### src/rtl/hex_display_pkg.sv
// Shared types and seven-segment constants for the BCD display controller.
// Optional feature macro used by the top: HEX_LEADING_ZERO_BLANK_EN.
package hex_display_pkg;

  typedef enum logic [1:0] {
    ST_IDLE  = 2'd0,
    ST_SHIFT = 2'd1,
    ST_LATCH = 2'd2
  } state_t;

  // Active-low patterns, bit 7 = dp held off.
  localparam logic [7:0] SEG_0     = 8'hC0;
  localparam logic [7:0] SEG_1     = 8'hF9;
  localparam logic [7:0] SEG_2     = 8'hA4;
  localparam logic [7:0] SEG_3     = 8'hB0;
  localparam logic [7:0] SEG_4     = 8'h99;
  localparam logic [7:0] SEG_5     = 8'h92;
  localparam logic [7:0] SEG_6     = 8'h82;
  localparam logic [7:0] SEG_7     = 8'hF8;
  localparam logic [7:0] SEG_8     = 8'h80;
  localparam logic [7:0] SEG_9     = 8'h90;
  localparam logic [7:0] SEG_BLANK = 8'hFF;

  function automatic logic [7:0] seg_encode(input logic [3:0] digit);
    logic [7:0] seg;
    case (digit)
      4'd0:    seg = SEG_0;
      4'd1:    seg = SEG_1;
      4'd2:    seg = SEG_2;
      4'd3:    seg = SEG_3;
      4'd4:    seg = SEG_4;
      4'd5:    seg = SEG_5;
      4'd6:    seg = SEG_6;
      4'd7:    seg = SEG_7;
      4'd8:    seg = SEG_8;
      4'd9:    seg = SEG_9;
      default: seg = SEG_BLANK;
    endcase
    return seg;
  endfunction

endpackage

### src/rtl/seg7_decoder.sv
// One BCD digit to an active-low seven-segment pattern, with a forced-blank input.
// Non-decimal codes (10-15) render as blank.
module seg7_decoder
  import hex_display_pkg::*;
(
  input  logic [3:0] bcd_i,
  input  logic       blank_i,
  output logic [7:0] seg_o
);

  always_comb begin
    seg_o = SEG_BLANK;
    if (!blank_i) seg_o = seg_encode(bcd_i);
  end

endmodule

### src/rtl/bcd_display_ctrl.sv
// Sequential binary-to-BCD (double-dabble) converter driving six seven-segment displays.
// Define HEX_LEADING_ZERO_BLANK_EN to blank leading zero digits above HEX0.
module bcd_display_ctrl
  import hex_display_pkg::*;
#(
  parameter int WIDTH  = 10,
  parameter int DIGITS = 4
) (
  input  logic             CLOCK_50,
  input  logic             resetn,
  input  logic             start,
  input  logic [WIDTH-1:0] value,
  output logic             busy,
  output logic             done,
  output logic [7:0]       HEX0,
  output logic [7:0]       HEX1,
  output logic [7:0]       HEX2,
  output logic [7:0]       HEX3,
  output logic [7:0]       HEX4,
  output logic [7:0]       HEX5,
  output state_t           state_o
);

  localparam int BW = 4 * DIGITS;
  localparam int CW = $clog2(WIDTH + 1);

  // Handshake: start is sampled only in IDLE; busy is high from the accepting
  // edge until the LATCH edge; done pulses for the one cycle after LATCH,
  // when busy is already low, so a start during done is accepted next edge.

  state_t          state_q, state_d;
  logic [WIDTH-1:0] shreg_q, shreg_d;
  logic [BW-1:0]   bcd_q, bcd_d;
  logic [CW-1:0]   count_q, count_d;
  logic [BW-1:0]   digits_q, digits_d;
  logic            valid_q, valid_d;
  logic            done_q, done_d;
  logic [BW-1:0]   bcd_adj;

  always_ff @(posedge CLOCK_50 or negedge resetn) begin
    if (!resetn) begin
      state_q  <= ST_IDLE;
      shreg_q  <= '0;
      bcd_q    <= '0;
      count_q  <= '0;
      digits_q <= '0;
      valid_q  <= 1'b0;
      done_q   <= 1'b0;
    end else begin
      state_q  <= state_d;
      shreg_q  <= shreg_d;
      bcd_q    <= bcd_d;
      count_q  <= count_d;
      digits_q <= digits_d;
      valid_q  <= valid_d;
      done_q   <= done_d;
    end
  end

  // Add-3 correction on every nibble that would overflow past 9 after doubling.
  always_comb begin
    bcd_adj = bcd_q;
    for (int i = 0; i < DIGITS; i++) begin
      if (bcd_q[4*i +: 4] >= 4'd5) bcd_adj[4*i +: 4] = bcd_q[4*i +: 4] + 4'd3;
    end
  end

  always_comb begin
    state_d  = state_q;
    shreg_d  = shreg_q;
    bcd_d    = bcd_q;
    count_d  = count_q;
    digits_d = digits_q;
    valid_d  = valid_q;
    done_d   = 1'b0;
    case (state_q)
      ST_IDLE: begin
        if (start) begin
          shreg_d = value;
          bcd_d   = '0;
          count_d = '0;
          state_d = ST_SHIFT;
        end
      end
      ST_SHIFT: begin
        {bcd_d, shreg_d} = {bcd_adj[BW-2:0], shreg_q, 1'b0};
        count_d          = count_q + CW'(1);
        if (count_q == CW'(WIDTH - 1)) state_d = ST_LATCH;
      end
      ST_LATCH: begin
        digits_d = bcd_q;
        valid_d  = 1'b1;
        done_d   = 1'b1;
        state_d  = ST_IDLE;
      end
      default: state_d = ST_IDLE;
    endcase
  end

  assign busy    = (state_q != ST_IDLE);
  assign done    = done_q;
  assign state_o = state_q;

  // Nothing is shown until the first conversion has landed in the digit registers.
  logic [DIGITS-1:0] blank;
`ifdef HEX_LEADING_ZERO_BLANK_EN
  logic lead_zero;
  always_comb begin
    blank     = '0;
    lead_zero = 1'b1;
    for (int i = DIGITS - 1; i >= 0; i--) begin
      lead_zero = lead_zero && (digits_q[4*i +: 4] == 4'd0);
      blank[i]  = !valid_q || (lead_zero && (i != 0));
    end
  end
`else
  always_comb begin
    blank = '0;
    for (int i = 0; i < DIGITS; i++) blank[i] = !valid_q;
  end
`endif

  logic [7:0] hex_w [6];

  for (genvar g = 0; g < 6; g++) begin : g_digit
    if (g < DIGITS) begin : g_dec
      seg7_decoder u_dec (
        .bcd_i   (digits_q[4*g +: 4]),
        .blank_i (blank[g]),
        .seg_o   (hex_w[g])
      );
    end else begin : g_off
      assign hex_w[g] = SEG_BLANK;
    end
  end

  assign HEX0 = hex_w[0];
  assign HEX1 = hex_w[1];
  assign HEX2 = hex_w[2];
  assign HEX3 = hex_w[3];
  assign HEX4 = hex_w[4];
  assign HEX5 = hex_w[5];

endmodule

### config.mk
export PLATFORM = sky130hd
export DESIGN_NAME = bcd_display_ctrl
export DESIGN_NICKNAME = d
export VERILOG_FILES = /design/src/rtl/hex_display_pkg.sv /design/src/rtl/seg7_decoder.sv /design/src/rtl/bcd_display_ctrl.sv
export SDC_FILE = /design/constraint.sdc
export NUM_CORES = 1
export LEC_CHECK = 0
export BUFFER_PORTS_ARGS = -buffer_cell sky130_fd_sc_hd__clkbuf_2
export CORE_UTILIZATION = 45
export DETAILED_ROUTE_END_ITERATION = 16
export GPL_TIMING_DRIVEN = 0
export PLACE_DENSITY_LB_ADDON = 0.05
export SYNTH_ARGS = -nofsm -noshare
export SYNTH_HDL_FRONTEND = slang
export SYNTH_SLANG_ARGS = --single-unit
### constraint.sdc
create_clock -name CLOCK_50 -period 4.7 [get_ports CLOCK_50]
set_clock_uncertainty 0.2 [all_clocks]
set_input_delay 0.94 -clock CLOCK_50 [delete_from_list [all_inputs] [get_ports CLOCK_50]]
set_output_delay 0.94 -clock CLOCK_50 [all_outputs]
set_load 0.01 [all_outputs]
**Word level (Yosys, flattened, before mapping)**

Memory sizes are Yosys's and may differ from the RTL's.
Index checks and enable logic that the tools add are counted.

- Memory bits (writable): 0
- Memories kept: 4
- Latch bits: 0
- Register bits after elaboration: 50
- ROM bits: 448

Memories:

| name | words | width | rd ports | clocked after memory_dff | wr ports | RTL line | source |
|---|---|---|---|---|---|---|---|
| (name not given) | 16 | 7 | 1 | 0 | 0 | hex_display_pkg.sv:26 | `case (digit)` |
| (name not given) | 16 | 7 | 1 | 0 | 0 | hex_display_pkg.sv:26 |  |
| (name not given) | 16 | 7 | 1 | 0 | 0 | hex_display_pkg.sv:26 |  |
| (name not given) | 16 | 7 | 1 | 0 | 0 | hex_display_pkg.sv:26 |  |

- Reduce and logical (&&, ||, !) cells: 5
- Div/mod/pow operators: 0
- Multipliers: 0
- Bitwise operators: 0
- Mux-type cells: 18
- Magnitude comparators: 4
- Add/subtract/negate cells: 5
- Eq/ne operators: 5
- Shift operators: 0

Operators with widths:

| kind | count |
|---|---|
| 2-to-1 mux 8 bit | 4 |
| one-hot mux 16 bit (2 select lines) | 1 |
| one-hot mux 10 bit (2 select lines) | 1 |
| greater-or-equal comparator 4 x 3 -> 1 bit (second input constant) | 4 |
| 2-to-1 mux 16 bit | 1 |
| 2-to-1 mux 4 bit | 4 |
| adder 4 x 2 -> 4 bit (second input constant) | 3 |
| 2-to-1 mux 10 bit | 1 |
| one-hot mux 4 bit (2 select lines) | 1 |
| adder 4 x 1 -> 4 bit (second input constant) | 1 |
| equality test 4 bit (second input constant) | 1 |
| 2-to-1 mux 2 bit | 2 |
| != test 2 bit (second input constant) | 2 |
| one-hot mux 2 bit (2 select lines) | 1 |
| AND reduction 2 bit | 2 |
| nonzero test 2 bit | 2 |
| adder 3 x 2 -> 3 bit (second input constant) | 1 |
| 2-to-1 mux 3 bit | 1 |
| equality test 2 x 1 -> 1 bit (second input constant) | 1 |
| equality test 2 bit (second input constant) | 1 |
| zero test 2 bit | 1 |
| 2-to-1 mux 1 bit | 1 |

**Logic depth before layout (Yosys ltp)**

- Depth after elaboration: 3
- Depth in mapped cells: 6
- Depth with buffers taken out: 5

**Hierarchy**

From an unflattened synthesis, not the netlist that was laid out.

- Cells, all modules: 387
- Area, all modules: 3552.2 µm²

By module, submodules not included:

| module | cells an instance | sequential area each (µm²) | area an instance (µm²) | times used |
|---|---|---|---|---|
| bcd_display_ctrl | 247 | 1251.2 | 2565.0 | 1 |
| seg7_decoder (g_digit[0].g_dec.u_dec ...) | 35 | 0.0 | 246.5 | 3 |
| seg7_decoder (g_digit[1].g_dec.u_dec) | 35 | 0.0 | 247.7 | 1 |

**Worst setup path before layout**

No wires, ideal clock.

- Path type: register to output
- From: register digits_q[5]
- To: output HEX1[0]
- Slack: 2322 ps
- Cell stages (with the launch flop): 6
- Arrival: 1238 ps
- Required time: 3560 ps
- Path buffers: 0
- Cell sequence: dfrtp_1 inv_1 ha_1 or2_2 a21oi_1 o21ai_0

- Cells in the longest elaborated chain, start to end: 2

Ends and longest elaborated chain:

| item | RTL line | source |
|---|---|---|
| start: declaration | bcd_display_ctrl.sv:35 | `logic [BW-1:0] digits_q, digits_d;` |
| start signal: assignment | bcd_display_ctrl.sv:54 | `digits_q <= digits_d;` |
| memory (16 x 7 bit) | -- |  |
| 2-to-1 mux 8 bit | seg7_decoder.sv:13 | `if (!blank_i) seg_o = seg_encode(bcd_i);` |
| end: declaration | bcd_display_ctrl.sv:16 | `output logic [7:0] HEX1,` |

Every way passes these cells.

**Final worst setup path**

Ends and elaborated chain as after synthesis.

==> results.py <==
metrics = {
    "cells_and_area": {
        "n_antenna_cell": 0,
        "area_growth_pct": 16.47,
        "drive_gt1_share_pct": 22.20,
        "nNetsFinal": 515,
    },
    "detailed_routing": {
        "dr_total_vias": 2875,
        "drtPass1Iterations": 4,
        "vias_per_cell": 5.026,
        "drtIter0Drc": 110,
        "drc_errors": 0,
        "ant_nets": 0,
        "routedWlPerCell_um": 12.26,
        "drt-total-wl_mm": 7.012,
    },
    "die": {
        "rows": 31,
        "io_pins": 65,
        "die-area_sq_um": 8156,
        "die_h_um": 90.31,
        "die_w_um": 90.31,
        "core_area_sq_um": 7408,
        "initial_core_util_pct": 47.37,
    },
    "yosys": {
        "netlist_instances": 401,
        "syn_area_sq_um": 3510,
        "synth_top_area_share_pct": 35.65,
        "synthTopCellsByCount": "dfrtp_1, o21ai_0, inv_1, a21oi_1, ha_1",
        "synth_edf_count": 0,
        "ys_warn_count": 0,
        "yosysTopAreaCell": "dfrtp_1",
        "ys_ff_latch": 50,
        "ys_seq_area_share_pct": 35.65,
        "synth_cell_types": 37,
        "syn_avg_cell_area_sq_um": 8.752,
        "synthArstFlopShare_pct": 100.0,
        "synth.area.top_cells": "dfrtp_1, ha_1, o21ai_0, buf_4, a21oi_1",
        "ys.flop_type": "dfrtp_1",
        "yosysMostFrequentCell": "dfrtp_1",
    },
    "worst_setup_path": {
        "crit_family": "flip-flops",
        "end_kind": "output pin",
        "path_class": "reg -> out",
        "crit_chain": "inv_1, ha_1, or2_2, a21oi_1, o21ai_0, clkbuf_2",
        "path_max_fanout": 6,
        "cp_slowest_cell": "dfrtp_1",
        "cp-start-kind": "flop",
        "required_ns": 3.56,
        "cp.buffers_inverters": 2,
        "cp_data_arrival_time_ns": 1.77,
        "slowest_delay_ns": 0.43,
    },
    "timing": {
        "rsz0062_at_grt": "no",
        "fin_ws_ns": 1.791,
        "max_freq_ghz": 0.3438,
        "fin_tns_setup_ns": 0,
        "hold_viol_final": 0,
        "min_period_ns": 2.909,
        "drv_slew": 0,
        "timing.final.crit_share_pct": 61.88,
        "setup_violations": 0,
    },
    "placed_design": {
        "dp_hpwl_mm": 5.146,
        "dpl_worst_slack_ns": 2.135,
        "io_buffers": 44,
        "gp_congestion": 0.8027,
    },
    "clock_tree": {
        "cts_max_level": 2,
        "cts.sinks": 50,
        "cts_root_buf": "clkbuf_8",
        "cts_resized": 0,
        "cts_setup_buffers": 0,
        "cts_buffer_depth": 2,
        "clk_pin_slew_ns": 0.09,
        "clock_latency_ns": 0.31,
        "cts_buffers": 5,
        "postCtsHoldBufs": 0,
        "cts_tree": "yes",
    },
    "global_routing": {
        "grt_usage_pct": 17.88,
        "overflow": 0,
        "grt_max_degree": 51,
        "grt_pass1_vias": 2627,
        "grt_pass1_wl_mm": 12.08,
        "antenna_found_initial": 0,
    },
    "power_and_ir_drop": {
        "leakagePower_nw": 1.903,
        "ir_drop_uv": 227.7,
        "power_density_nw_per_um2": 620.3,
    },
    "flow_run": {
        "maxCapViolations": 0,
    },
    "worst_hold_path": {
        "hold_class": "reg -> reg",
    },
    "run_status": {
        "status": "completed",
    },
}
worst paths after layout:
kind,startpoint,endpoint,slack (ns),cells past startpoint
setup reg to reg,bcd_q[8]$_DFFE_PN0P_,bcd_q[12]$_DFFE_PN0P_,2.93,5
setup / recovery,digits_q[5]$_DFFE_PN0P_,HEX1[0],1.79,6
hold reg to reg,shreg_q[9]$_DFFE_PN0P_,bcd_q[0]$_DFFE_PN0P_,0.31,2
hold / removal,shreg_q[9]$_DFFE_PN0P_,bcd_q[0]$_DFFE_PN0P_,0.31,2
min in group asynchronous,resetn,count_q[3]$_DFFE_PN0P_,0.34,1
max in group asynchronous,resetn,bcd_q[10]$_DFFE_PN0P_,3.44,2
placed cells by master (no fill, tap or decap), types with 2 or more instances in the layout:
| cell | instances |
|---|---|
| nor2b_1 | 19 |
| o31ai_1 | 4 |
| nand2_1 | 28 |
| conb_1 | 20 |
| nor3b_1 | 2 |
| buf_6 | 5 |
| o32ai_1 | 3 |
| o22ai_1 | 4 |
| bufinv_16 | 2 |
| buf_2 | 6 |
| a32o_1 | 4 |
| nor2_1 | 18 |
| mux2_2 | 8 |
| ha_1 | 30 |
| or2_2 | 9 |
| o221ai_1 | 4 |
| clkbuf_2 | 43 |
| clkbuf_8 | 6 |
| xnor2_1 | 3 |
| a22o_1 | 2 |
| buf_4 | 22 |
| a22oi_1 | 9 |
| clkbuf_1 | 12 |
| nor3_1 | 3 |
| inv_1 | 32 |
| o21a_1 | 4 |
| dfrtp_1 | 50 |
| o2111ai_1 | 8 |
| nand2b_1 | 20 |
| a21oi_1 | 31 |
| o211ai_1 | 4 |
| o21ai_0 | 49 |
cell families (layout without fill, tap and decap cells):
kind of cell    count (synthesis)  count (layout)  share of synthesized area (%)
compound gates                129             129                          23.00
simple gates                  103             103                          15.22
buf+inv                        76             129                          11.73
flops                          50              50                          35.65
fa+ha+maj                      30              30                          10.70
mux                             9               9                          2.852
xor+xnor                        3               3                         0.7488
other cells                     1              20                         0.1068
cell type report:
type                            instances  area, sq um
Timing Repair Buffer                   45        240.2
Tap cell                               99        123.9
Inverter                               32        120.1
Clock buffer                            6        82.58
Multi-Input combinational cell        294         1918
Clock inverter                          2        60.06
Fill cell                             700         3321
Buffer                                 44        291.5
Sequential cell                        50         1251
through the flow:
stage / hold slack [ns] / utilization (%) / instances / cell area, sq um / total power, mW
after CTS: 0.3146 / 54.91 / 571 / 4068 / 2.551
after floorplan: 0.2624 / - / 420 / 3581 / 1.780
after global routing: 0.3322 / 55.18 / 572 / 4088 / 2.786
final: 0.3098 / 55.18 / 572 / 4088 / 2.536
after detailed placement: 0.2898 / 52.98 / 563 / 3925 / 2.173
after global placement: 0.2908 / 52.98 / 563 / 3925 / 2.149
per-layer routing:
layer | track usage [%] | part of all wire [%] | wire length, um | vias up
li1 | - | - | - | 1481
met2 | 29.52 | 46 | 3239 | 73
met3 | 2.862 | 4.3 | 299 | 7
met5 | 0 | 0 | 0 | -
met1 | 24.52 | 49 | 3403 | 1314
met4 | 4.435 | 1.0 | 70 | 0
flip-flops by register name, indices dropped and copies added, names as in the netlist:
signal    count
count_q       4
shreg_q      10
digits_q     16
bcd_q        16
done          1
state_o       2
valid_q       1
worst min-delay path: stages, from the launching register on:
cell	delay (ns)
dfrtp_1	0.37
nand2_1	0.05
o21ai_0	0.06
power breakdown:
group | switching (mW) | total [mW] | internal (mW)
clock network | 0.142 | 0.369 | 0.227
logic | 0.786 | 1.42 | 0.637
registers | 0.150 | 0.744 | 0.594
total | 1.08 | 2.54 | 1.46
Power figures use the tool's default switching activity.
